### config.mk
export PLATFORM = sky130hd
export DESIGN_NAME = led_fade_seq
export DESIGN_NICKNAME = d
export VERILOG_FILES = /design/src/rtl/led_pkg.sv /design/src/rtl/led_fade_seq_tick_prescaler.sv /design/src/rtl/led_fade_seq.sv
export SDC_FILE = /design/constraint.sdc
export NUM_CORES = 1
export LEC_CHECK = 0
export ABC_CLOCK_PERIOD_IN_PS = 2400
export CORE_UTILIZATION = 53
export CTS_BUF_LIST = sky130_fd_sc_hd__clkbuf_16
export DETAILED_ROUTE_END_ITERATION = 16
export HOLD_SLACK_MARGIN = 0.12
export PLACE_DENSITY = 0.76
export SYNTH_ARGS = -nofsm -noshare
export SYNTH_HDL_FRONTEND = slang
export SYNTH_SLANG_ARGS = --single-unit
### constraint.sdc
create_clock -name clk -period 2.4 [get_ports clk]
set_input_delay 0.36 -clock clk [delete_from_list [all_inputs] [get_ports clk]]
set_output_delay 0.36 -clock clk [all_outputs]
set_load 0.01 [all_outputs]
### src/rtl/led_pkg.sv
// -----------------------------------------------------------------------------
// led_pkg
// Shared definitions for the breathing-LED level sequencer and the PWM stage
// that consumes its level.
//   LEVEL_W_DEF  : default brightness level width (matches the PWM level input)
//   PRESCALE_DEF : default number of clk cycles per sequencing tick
//   fade_state_e : sequencer FSM state encoding
//   pwm_level_t  : brightness level type shared with the PWM comparator
// -----------------------------------------------------------------------------
package led_pkg;

    localparam int LEVEL_W_DEF  = 7;
    localparam int PRESCALE_DEF = 256;

    typedef enum logic [1:0] {
        ST_IDLE = 2'd0,
        ST_FADE = 2'd1,
        ST_HOLD = 2'd2
    } fade_state_e;

    typedef logic [LEVEL_W_DEF-1:0] pwm_level_t;

endpackage

### src/rtl/led_fade_seq_tick_prescaler.sv
// -----------------------------------------------------------------------------
// tick_prescaler
// Free-running counter 0..PRESCALE-1 that wraps forever. o_tick is high for
// the one clk cycle in which the count equals PRESCALE-1. Only rst_n clears it.
// Ports:
//   clk, rst_n : clock and asynchronous active-low reset
//   o_tick     : one-cycle tick strobe, period PRESCALE clk cycles
// -----------------------------------------------------------------------------
module tick_prescaler
    import led_pkg::*;
#(
    parameter int PRESCALE = PRESCALE_DEF
)(
    input  logic clk,
    input  logic rst_n,
    output logic o_tick
);

    localparam int            CW   = $clog2(PRESCALE);
    localparam logic [CW-1:0] LAST = CW'(PRESCALE - 1);
    localparam logic [CW-1:0] ONE  = CW'(1);

    logic [CW-1:0] r_cnt;
    logic [CW-1:0] w_cnt_nxt;
    logic          r_tick;

    // Next count with wrap at PRESCALE-1.
    always_comb begin
        if (r_cnt == LAST) begin
            w_cnt_nxt = '0;
        end else begin
            w_cnt_nxt = r_cnt + ONE;
        end
    end

    // Counter plus a registered tick that is high exactly while the count is LAST.
    always_ff @(posedge clk or negedge rst_n) begin
        if (!rst_n) begin
            r_cnt  <= '0;
            r_tick <= 1'b0;
        end else begin
            r_cnt  <= w_cnt_nxt;
            r_tick <= (w_cnt_nxt == LAST);
        end
    end

    assign o_tick = r_tick;

endmodule

### src/rtl/led_fade_seq.sv
// -----------------------------------------------------------------------------
// led_fade_seq
// Level source for the breathing-LED PWM stage. Holds a DEPTH-entry table of
// brightness levels, ramps the output one LSB per tick toward each entry,
// holds there for dwell+1 ticks and moves to the next entry, wrapping after
// the active sequence length.
// Ports:
//   clk, rst_n    : clock, asynchronous active-low reset
//   i_wr_valid    : table write request (stalled outside IDLE)
//   o_wr_ready    : table write accept, high only in IDLE
//   i_wr_addr     : table entry index
//   i_wr_level    : level to store
//   i_run         : level-sensitive sequencing enable
//   i_seq_len     : active entries (0 -> 1, >DEPTH -> DEPTH), sampled live
//   i_dwell       : hold ticks per entry minus one
//   o_level       : current brightness to the PWM comparator
//   o_level_stb   : one-cycle pulse in the cycle after o_level changes
//   o_step_idx    : index of current target entry
//   o_busy        : high when not IDLE
// -----------------------------------------------------------------------------
module led_fade_seq
    import led_pkg::*;
#(
    parameter int LEVEL_W  = LEVEL_W_DEF,
    parameter int DEPTH    = 8,
    parameter int AW       = 3,
    parameter int DWELL_W  = 8,
    parameter int PRESCALE = PRESCALE_DEF
)(
    input  logic               clk,
    input  logic               rst_n,
    input  logic               i_wr_valid,
    output logic               o_wr_ready,
    input  logic [AW-1:0]      i_wr_addr,
    input  logic [LEVEL_W-1:0] i_wr_level,
    input  logic               i_run,
    input  logic [AW:0]        i_seq_len,
    input  logic [DWELL_W-1:0] i_dwell,
    output logic [LEVEL_W-1:0] o_level,
    output logic               o_level_stb,
    output logic [AW-1:0]      o_step_idx,
    output logic               o_busy
);

    localparam logic [AW:0]        DEPTH_L   = (AW+1)'(DEPTH);
    localparam logic [AW:0]        LEN_ONE   = (AW+1)'(1);
    localparam logic [LEVEL_W-1:0] LVL_ONE   = LEVEL_W'(1);
    localparam logic [DWELL_W-1:0] DWELL_ONE = DWELL_W'(1);
    localparam logic [AW-1:0]      IDX_ZERO  = '0;

    logic [LEVEL_W-1:0] r_table [DEPTH];

    fade_state_e        r_state;
    fade_state_e        w_state_nxt;
    logic [LEVEL_W-1:0] r_level;
    logic [LEVEL_W-1:0] w_level_nxt;
    logic [LEVEL_W-1:0] r_target;
    logic [LEVEL_W-1:0] w_target_nxt;
    logic [AW-1:0]      r_step_idx;
    logic [AW-1:0]      w_idx_nxt;
    logic [DWELL_W-1:0] r_dwell_cnt;
    logic [DWELL_W-1:0] w_dwell_nxt;
    logic               r_level_stb;
    logic               r_busy;
    logic               r_wr_ready;

    logic               w_tick;
    logic               w_wr_en;
    logic [AW:0]        w_eff_len;
    logic [AW:0]        w_idx_inc;
    logic [AW-1:0]      w_wrap_idx;

    tick_prescaler #(
        .PRESCALE (PRESCALE)
    ) u_prescaler (
        .clk    (clk),
        .rst_n  (rst_n),
        .o_tick (w_tick)
    );

    // r_wr_ready mirrors "state is IDLE", so writes only land while idle.
    assign w_wr_en = i_wr_valid & r_wr_ready;

    // Clamp the live sequence length into 1..DEPTH.
    always_comb begin
        if (i_seq_len == '0) begin
            w_eff_len = LEN_ONE;
        end else if (i_seq_len > DEPTH_L) begin
            w_eff_len = DEPTH_L;
        end else begin
            w_eff_len = i_seq_len;
        end
    end

    // Next entry index; >= (not ==) so a shrunken seq_len still wraps cleanly.
    assign w_idx_inc = {1'b0, r_step_idx} + LEN_ONE;

    // Wrap decision for the step that follows a finished hold.
    always_comb begin
        if (w_idx_inc >= w_eff_len) begin
            w_wrap_idx = IDX_ZERO;
        end else begin
            w_wrap_idx = w_idx_inc[AW-1:0];
        end
    end

    // Level table; cleared by reset, written only from IDLE.
    always_ff @(posedge clk or negedge rst_n) begin
        if (!rst_n) begin
            for (int i = 0; i < DEPTH; i++) begin
                r_table[i] <= '0;
            end
        end else if (w_wr_en) begin
            r_table[i_wr_addr] <= i_wr_level;
        end
    end

    // Sequencer next-state: run=0 always wins over a coincident tick.
    always_comb begin
        w_state_nxt  = r_state;
        w_level_nxt  = r_level;
        w_target_nxt = r_target;
        w_idx_nxt    = r_step_idx;
        w_dwell_nxt  = r_dwell_cnt;
        case (r_state)
            ST_IDLE: begin
                if (i_run) begin
                    w_idx_nxt    = IDX_ZERO;
                    w_target_nxt = r_table[IDX_ZERO];
                    w_state_nxt  = ST_FADE;
                end else begin
                    w_state_nxt  = ST_IDLE;
                end
            end
            ST_FADE: begin
                if (!i_run) begin
                    w_state_nxt = ST_IDLE;
                end else if (w_tick) begin
                    if (r_level < r_target) begin
                        w_level_nxt = r_level + LVL_ONE;
                    end else if (r_level > r_target) begin
                        w_level_nxt = r_level - LVL_ONE;
                    end else begin
                        w_dwell_nxt = i_dwell;
                        w_state_nxt = ST_HOLD;
                    end
                end else begin
                    w_state_nxt = ST_FADE;
                end
            end
            ST_HOLD: begin
                if (!i_run) begin
                    w_state_nxt = ST_IDLE;
                end else if (w_tick) begin
                    if (r_dwell_cnt != '0) begin
                        w_dwell_nxt = r_dwell_cnt - DWELL_ONE;
                    end else begin
                        w_idx_nxt    = w_wrap_idx;
                        w_target_nxt = r_table[w_wrap_idx];
                        w_state_nxt  = ST_FADE;
                    end
                end else begin
                    w_state_nxt = ST_HOLD;
                end
            end
            default: begin
                w_state_nxt = ST_IDLE;
            end
        endcase
    end

    // Sequencer state and registered outputs; stb flags any edge that moved level.
    always_ff @(posedge clk or negedge rst_n) begin
        if (!rst_n) begin
            r_state     <= ST_IDLE;
            r_level     <= '0;
            r_target    <= '0;
            r_step_idx  <= '0;
            r_dwell_cnt <= '0;
            r_level_stb <= 1'b0;
            r_busy      <= 1'b0;
            r_wr_ready  <= 1'b1;
        end else begin
            r_state     <= w_state_nxt;
            r_level     <= w_level_nxt;
            r_target    <= w_target_nxt;
            r_step_idx  <= w_idx_nxt;
            r_dwell_cnt <= w_dwell_nxt;
            r_level_stb <= (w_level_nxt != r_level);
            r_busy      <= (w_state_nxt != ST_IDLE);
            r_wr_ready  <= (w_state_nxt == ST_IDLE);
        end
    end

    assign o_level     = r_level;
    assign o_level_stb = r_level_stb;
    assign o_step_idx  = r_step_idx;
    assign o_busy      = r_busy;
    assign o_wr_ready  = r_wr_ready;

endmodule

# Word level (Yosys, flattened, before mapping)
# Cells that the tools add are included.
# word_totals
mem_bits_rw,0
in_bits,26
memories,0
word_cells,99
latch_bits,0
out_inout_bits,13
rom_bits,0
regBits,95
# classes
n_reduce_logical,10
n_bitwise,3
div_mod_pow,0
multipliers,0
mux,42
n_lt_le_gt_ge,7
n_eq_ne,14
shift,0
addsub,5
# op_table
cell,n
two-way mux 7 bit,12
two-way mux 8 bit,8
bitwise mux 56 bit,1
binary-select mux 7 bit (select 3 bit),1
demux 7 bit (select 3 bit),1
"== test 8 bit, second input constant",2
one-hot mux 8 bit (2 select lines),1
two-way mux 3 bit,5
two-way mux 2 bit,7
"!= test 2 bit, second input constant",7
one-hot mux 7 bit (2 select lines),1
"adder 8 x 1 -> 8 bit, second input constant",1
"greater-or-equal comparator 4 bit, second input constant",2
two-way mux 4 bit,2
NOT 3 -> 4 bit,2
AND reduction 8 bit,1
nonzero test 8 bit,1
"subtractor 8 x 1 -> 8 bit, second input constant",1
"adder 7 x 1 -> 7 bit, second input constant",1
greater-than comparator 7 bit,1
less-than comparator 7 bit,1
!= test 7 bit,1
"subtractor 7 x 1 -> 7 bit, second input constant",1
one-hot mux 2 bit (3 select lines),1
15 further kinds,19

# Depth between registers and ports, before layout
# Gate-level depths: netlist (run 1).
# depth
ltp_word,13
ltp_mapped,10
ltp_nobuf,9

# Cells and area by module
# From an unflattened synthesis (run 1), not the netlist that was laid out.
# hier_totals
hier_cells,448
area_unflattened_um2,5062.4
# modules_own_cells
module,area_per_inst_um2,cells_per_inst,seq_area_each_um2,instances
led_fade_seq,4581.9,400,2153.3,1
tick_prescaler,480.5,48,225.2,1

# Least setup slack after synthesis (run 1)
# Ideal clock, no wire load.
# synth_timing
path_type,register -> register
startpoint,"register r_step_idx[0], in the netlist o_step_idx[0]"
endpoint,register r_target[6]
period_less_slack_ps,2587
arrival_time_ps,2461
stages_incl_launch_ff,11
setup_slack_ps,-187
required_ps,2274
path_cell_list,dfrtp_1 -> buf_6 -> buf_4 -> buf_2 -> and3_1 -> ha_1 -> o211ai_2 -> o21ai_2 -> a2bb2oi_1 -> nor3_1 -> a221o_1
# synth_between
elab_chain_len,11
# synth_rtl
item,line,rtl
"start, declared",led_fade_seq.sv:59,logic [AW-1:0] r_step_idx;
"start signal, assigned",led_fade_seq.sv:187,r_step_idx <= w_idx_nxt;
adder 3 x 1 -> 4 bit *,led_fade_seq.sv:96,"assign w_idx_inc = {1'b0, r_step_idx} + LEN_ONE;"
greater-or-equal comparator 4 bit,led_fade_seq.sv:100,if (w_idx_inc >= w_eff_len) begin
two-way mux 3 bit *,led_fade_seq.sv:100,
NOT 3 -> 4 bit (not written as such) *,led_fade_seq.sv:159,w_target_nxt = r_table[w_wrap_idx];
binary-select mux 7 bit (select 3 bit) *,led_fade_seq.sv:159,
two-way mux 7 bit (not written as such) * (2 in a row),led_fade_seq.sv:159,
two-way mux 7 bit *,led_fade_seq.sv:155,if (r_dwell_cnt != '0) begin
two-way mux 7 bit *,led_fade_seq.sv:154,end else if (w_tick) begin
two-way mux 7 bit *,led_fade_seq.sv:152,if (!i_run) begin
one-hot mux 7 bit (2 select lines) *,led_fade_seq.sv:125,case (r_state)
"end signal, assigned",led_fade_seq.sv:186,r_target <= w_target_nxt;
"end, declared",led_fade_seq.sv:57,logic [LEVEL_W-1:0] r_target;
# Every way passes the cells marked *; elsewhere a longest branch is shown, timed or not. The select of a mux whose other input is x is not followed.
# A chain may end at the register's enable or synchronous reset.

# Final worst setup path (run 1)
# layout_timing
startpoint,"register r_step_idx[0], in the netlist o_step_idx[0]"
endpoint,register r_target[4]
# The elaborated chain is that of the path after synthesis.

==> flow_metrics.tcl, run 1 <==
set metrics [dict create \
    hold_class "reg2reg" \
    synth_nets 484 \
    tightest_slew_ps 499 \
    path_cells "ha_2 -> xor2_4 -> ha_1 -> a211oi_4 -> buf_12 -> a221oi_1 -> a21oi_1 -> nor2_1 -> o31ai_1" \
    cellPowerDensity_nw_per_um2 676 \
    grt_overflow 0 \
    fin_crit_sh_pct 94.5 \
    synth_top_cell_by_area "dfrtp_1" \
    path_clk_slew_ps 70 \
    dpl-instance-area_um2 5850 \
    die_area_um2 9910 \
    required_ps 2650 \
    rsz0062_at_grt "no" \
    vias_per_cell 5.86 \
    ios 39 \
    max-cap-violations 0 \
    slew_viol_final 0 \
    cts.sinks 95 \
    power_leakage_uw 0.00265 \
    via_count 3739 \
    grt_usage_pct 23.9 \
    routed_wirelength_um 11200 \
    ir_worst_vdd_v 0.000542 \
    finalInstanceArea_um2 6140 \
    clock_path_buffers 2 \
    synth_top_area_share_pct 46.7 \
    yosysMostFrequentCell "dfrtp_1" \
    num-nets-final 548 \
    setup_tns_ps 0 \
    fmax_mhz 441 \
    grt_max_degree 58 \
    finalSetupViolCount 0 \
    hpwl_um 8100 \
    slew_headroom_pct 66.4 \
    numPortBuffers 38 \
    cts_tree "done" \
    first_global_vias 3825 \
    synthTopCellsByCount "dfrtp_1, mux2_2, nor2_1" \
    utilization_pct 66.5 \
    cts_buffers 9 \
    drive_above_1_share_pct 26.9 \
    synthToLayoutAreaGrowth_pct 21.9 \
    fin_skew_ps 7.76 \
    synth.distinct_cells 62 \
    critPathBufInv 1 \
    async_flop_share_pct 100 \
    gp_congestion 0.824 \
    rows 35 \
    slowest_stage "dfrtp_1" \
    antenna_found_initial 0 \
    grt_pass1_wl_um 18500 \
    postSynthAreaPerCell_um2 11.5 \
    status "finished, final reports clean" \
    die_y_um 99.5 \
    power.total_uw 4150 \
    synth_area_leaders "dfrtp_1, mux2_2, ha_1" \
    cp_top_family "compound AO/OA/AOI/OAI gates" \
    drt_iter0_drc 193 \
    netlist_instances 440 \
    core_um2 9240 \
    r2r_start "o_step_idx[0]" \
    yosysWarnings 0 \
    die_x_um 99.5 \
    cts_htree_levels 3 \
    route.detailed.drc 0 \
    dr.pass1.iters 4 \
    finalHoldViolCount 0 \
    worstSetupStartpointType "flip-flop" \
    period_minus_slack_ps 2270 \
    crit_start "o_step_idx[0]" \
    insertion_delay_ps 330 \
    yosysSeqAreaShare_pct 47.2 \
    min_from "u_prescaler.r_cnt[6]" \
    slowest_delay_ps 400 \
    synth_edf_count 0 \
    synth_ff_type "dfrtp_1" \
    arrival_ps 2510 \
    wl_per_cell_um 17.6 \
    cp_max_fo 6 \
    clock-root-buffer "clkbuf_16" \
    antennaDiodeCount 0 \
    critPathCaptureType "flip-flop" \
    crit_type "reg2reg" \
    netlist_area_um2 5040 \
    initial_core_util_pct 54.6 \
    timing.hold.ws_ps 502 \
    ant_nets 0 \
    ys_seq_elements 95 \
]
-- worst reg2reg max path: stages (launching register included) --
cell      delay (ps)
dfrtp_1          400
ha_2             250
xor2_4           160
ha_1             270
a211oi_4         350
buf_12           170
a221oi_1          70
a21oi_1          230
nor2_1            70
o31ai_1          210
-- placed cells by master, fill, tap and decap left out, types with 5 or more instances in the layout --
cell type        count
mux2_2              62
xor2_1               8
mux2i_1             14
nand3_1              9
clkbuf_16            9
clkdlybuf4s50_1     37
nor3_1               8
nand2b_1             5
nor2_1              39
a221oi_2             7
inv_1               17
a21oi_1             25
buf_4               23
o31ai_1              8
ha_1                16
o21ai_0             13
a22oi_1              6
nand2_1             22
a221oi_1             6
dfrtp_1             94
-- area by class of cell --
type | count | area (µm²)
sequential | 95 | 2380
timing repair buffer | 65 | 633
clock buffer | 9 | 225
inverter | 16 | 60.1
tap | 129 | 161
clock inverter | 7 | 48.8
fill | 693 | 3100
multi-input combinational | 317 | 2640
-- per-layer routing --
layer	share of wire, %	GRT usage [%]	vias up
li1	-	-	1762
met1	47	32.5	1874
met2	48	39.0	87
met3	3.6	4.22	16
met4	1.3	8.03	0
met5	0	0	-
-- timing repair --
item                                    CTS  global route
buffers inserted                          0             0
endpoints found under the setup margin    0             7
gates resized for setup                   0             3
endpoints found under the hold margin    37             0
hold buffers                              1             0
-- path summary, 6_finish.rpt --
path                                        end  slack [ps]  depth (start not counted)
max                                 r_target[4]         130                          9
min                        u_prescaler.r_cnt[6]         500                          1
max reg2reg                         r_target[4]         130                          9
min reg2reg                u_prescaler.r_cnt[6]         500                          1
max in group asynchronous           r_table[23]        1180                          3
min in group asynchronous        r_dwell_cnt[6]         550                          2
-- power by group --
group	switching, µW	internal [µW]	leakage [µW]
combinational	373	452	0.00133
sequential	162	1850	0.00119
clock	611	702	0.000129
total	1150	3010	0.00265
-- logic make-up (layout without fill, tap and decap cells) --
kind of cell    count (synthesis)  count (layout)  share of synthesized area, %
compound gates                 96              96                          14.2
flops                          95              95                          47.2
mux                            77              77                          16.9
xor+xnor                       13              13                          2.63
fa+ha+maj                      18              18                          4.47
buf+inv                        28              97                          2.56
simple gates                  113             113                          12.1
-- flip-flops by register name, indices dropped and copies added (netlist names) --
signal and flops:
o_step_idx 3, r_state 2, u_prescaler.r_cnt 8, r_dwell_cnt 8, o_busy 1, u_prescaler.o_tick 1
o_wr_ready 1, o_level 7, r_table 56, r_target 7, o_level_stb 1
-- through the flow --
stage	cells	setup slack (ps)
after floorplan	440	14.2
after global placement	621	-108
after detailed placement	621	-157
after CTS	638	40.8
after global routing	638	8.52
final	638	133
Power figures use the tool's default switching activity.
==> run 2, diff against run 1 <==
--- a/config.mk
+++ b/config.mk
@@ -8,2 +8,3 @@
 export ABC_CLOCK_PERIOD_IN_PS = 2400
+export CAP_MARGIN = 20
 export CORE_UTILIZATION = 53
==> constraint.sdc (replaced) <==
create_clock -name clk -period 2.4 [get_ports clk]
set_input_delay 0.48 -clock clk [delete_from_list [all_inputs] [get_ports clk]]
set_output_delay 0.48 -clock clk [all_outputs]
set_load 0.01 [all_outputs]
==> run 2 against run 1 <==
  * Critical path depth is 1 higher
  * Clock power about the same
  * Flip-flop and latch count unchanged
  * Clock skew rose by 1.2 ps
  * Utilization rose by 0.30 points
  * Global-route usage down 0.11 points
  * Die area unchanged
==> flow_metrics.tcl, run 2 (synthesis results as in run 1) <==
set metrics [dict create \
    layout_common_cells "dfrtp_1, mux2_2, nor2_1, clkdlybuf4s50_1, buf_4" \
    slew_headroom_pct 65.8 \
    ff2ff_setup_slack_ps 110 \
    clock_path_buffers 2 \
    critPathBufInv 2 \
    cts_htree_levels 3 \
    route.detailed.drc 0 \
    routed_wirelength_um 11000 \
    antenna_found_initial 0 \
    cpMostUsedCell "buf_4" \
    ff_latch_area_um2 2380 \
    status "finished, final reports clean" \
    top_register "r_table" \
    finalHoldViolCount 0 \
    rows 35 \
    grt_usage_pct 23.8 \
    cp_max_fo 3 \
    path_clk_slew_ps 70 \
    slowest_stage "dfrtp_1" \
    power_leakage_uw 0.00269 \
    reg2reg_depth 10 \
    finalSetupViolCount 0 \
    numPortBuffers 38 \
    ios 39 \
    via_count 3747 \
    fill_cells 720 \
    drt_iter0_drc 159 \
    multi_input_area_um2 2630 \
    fin_skew_ps 9.00 \
    clock-root-buffer "clkbuf_16" \
    period_minus_slack_ps 2290 \
    max-cap-violations 0 \
    die_y_um 99.5 \
    initial_core_util_pct 54.6 \
    worstSetupStartpointType "flip-flop" \
    rsz0062_at_grt "no" \
    die_x_um 99.5 \
    fmax_mhz 437 \
    drive_above_1_share_pct 27.7 \
    dr.pass1.iters 4 \
    largest_reg_flops 56 \
    grt_max_degree 41 \
    grt_overflow 0 \
    timing.hold.ws_ps 105 \
    num-nets-final 551 \
    antennaDiodeCount 0 \
    cts.sinks 95 \
    final_common_cell "dfrtp_1" \
    crit_start "o_step_idx[0]" \
    first_global_vias 3715 \
    insertion_delay_ps 340 \
    arrival_ps 2510 \
    gp_congestion 0.841 \
    cts_hold_buf 0 \
    critPathCaptureType "flip-flop" \
    required_ps 2630 \
    ant_nets 0 \
    core_um2 9240 \
    cp_top_family "compound AO/OA/AOI/OAI gates" \
    hpwl_um 7860 \
    slowest_delay_ps 390 \
    tightest_slew_ps 511 \
    wl_per_cell_um 17.1 \
    cellPowerDensity_nw_per_um2 677 \
    ir_worst_vdd_v 0.000459 \
    largestRegisters "r_table: 56 flops, r_dwell_cnt: 8 flops, u_prescaler.r_cnt: 8 flops" \
    hold_class "in2async" \
    dpl-instance-area_um2 5860 \
    vias_per_cell 5.85 \
    finalInstanceArea_um2 6170 \
    r2r_start "o_step_idx[0]" \
    cts_tree "done" \
    synthToLayoutAreaGrowth_pct 22.4 \
    fin_crit_sh_pct 95.3 \
    path_cells "ha_2 -> xor2_4 -> ha_1 -> buf_4 -> a21oi_4 -> buf_4 -> o211ai_4 -> a21oi_1 -> nor3_1 -> a221o_1" \
    crit_type "reg2reg" \
    cts_buffers 9 \
    r2r_end "r_target[6]" \
    grt_pass1_wl_um 18300 \
    die_area_um2 9910 \
    slew_viol_final 0 \
]
==> run 2: changes by cell type in the layout (fill, tap and decap cells not counted), sizes merged <==
cell / delta
buf: +4
clkdlybuf4s50: -3
dlymetal6s2s: +3
inv: +2
clkinv: -1
clkinvlp: -1
dlygate4sd3: -1
==> run 2: worst max-delay path by stage <==
stage          slack, ps  cells after the start          end
5_1_grt                8                     10  r_target[6]
4_1_cts               20                      9  r_target[3]
6_report             110                     10  r_target[6]
3_3_place_gp        -220                     11  r_target[5]
2_1_floorplan         10                      9  r_target[0]
3_5_place_dp        -300                     11  r_target[6]
==> run 2: cell type report <==
class,instances,area share (%)
Tap cell,129,2.62
Inverter,16,0.973
Clock buffer,9,3.65
Timing Repair Buffer,68,10.7
Sequential cell,95,38.5
Clock inverter,7,0.872
Multi-Input combinational cell,317,42.6
==> run 2: power breakdown <==
part           total, µW  leakage (µW)  internal, µW  switching, µW
Sequential          2020       0.00119          1850            160
Clock               1340      0.000134           711            626
Combinational        825       0.00137           451            375
==> run 2: layer usage <==
layer	routed length [µm]	vias to the layer above	share of wire, %	track usage [%]
met1	5140	1891	47	33.3
met5	0	-	0	0
li1	-	1765	-	-
met4	163	0	1.5	7.92
met3	326	14	3.0	3.65
met2	5330	77	49	38.1
==> run 2: metrics by stage <==
stage	worst slack (ps)	TNS (ps)	util (%)	power, µW	cells
after floorplan	14.2	0	-	2570	440
after global placement	-223	-1680	63.4	2810	623
after detailed placement	-298	-2180	63.4	2850	623
after CTS	21.0	0	66.5	4200	639
after global routing	7.65	0	66.8	4370	641
final	113	0	66.8	4180	641
==> run 2: repair_timing <==
| item | 4_1_cts | 5_1_grt |
|---|---|---|
| setup endpoints to repair | 0 | 9 |
| buffers inserted | 0 | 2 |
| gates resized for setup | 0 | 8 |
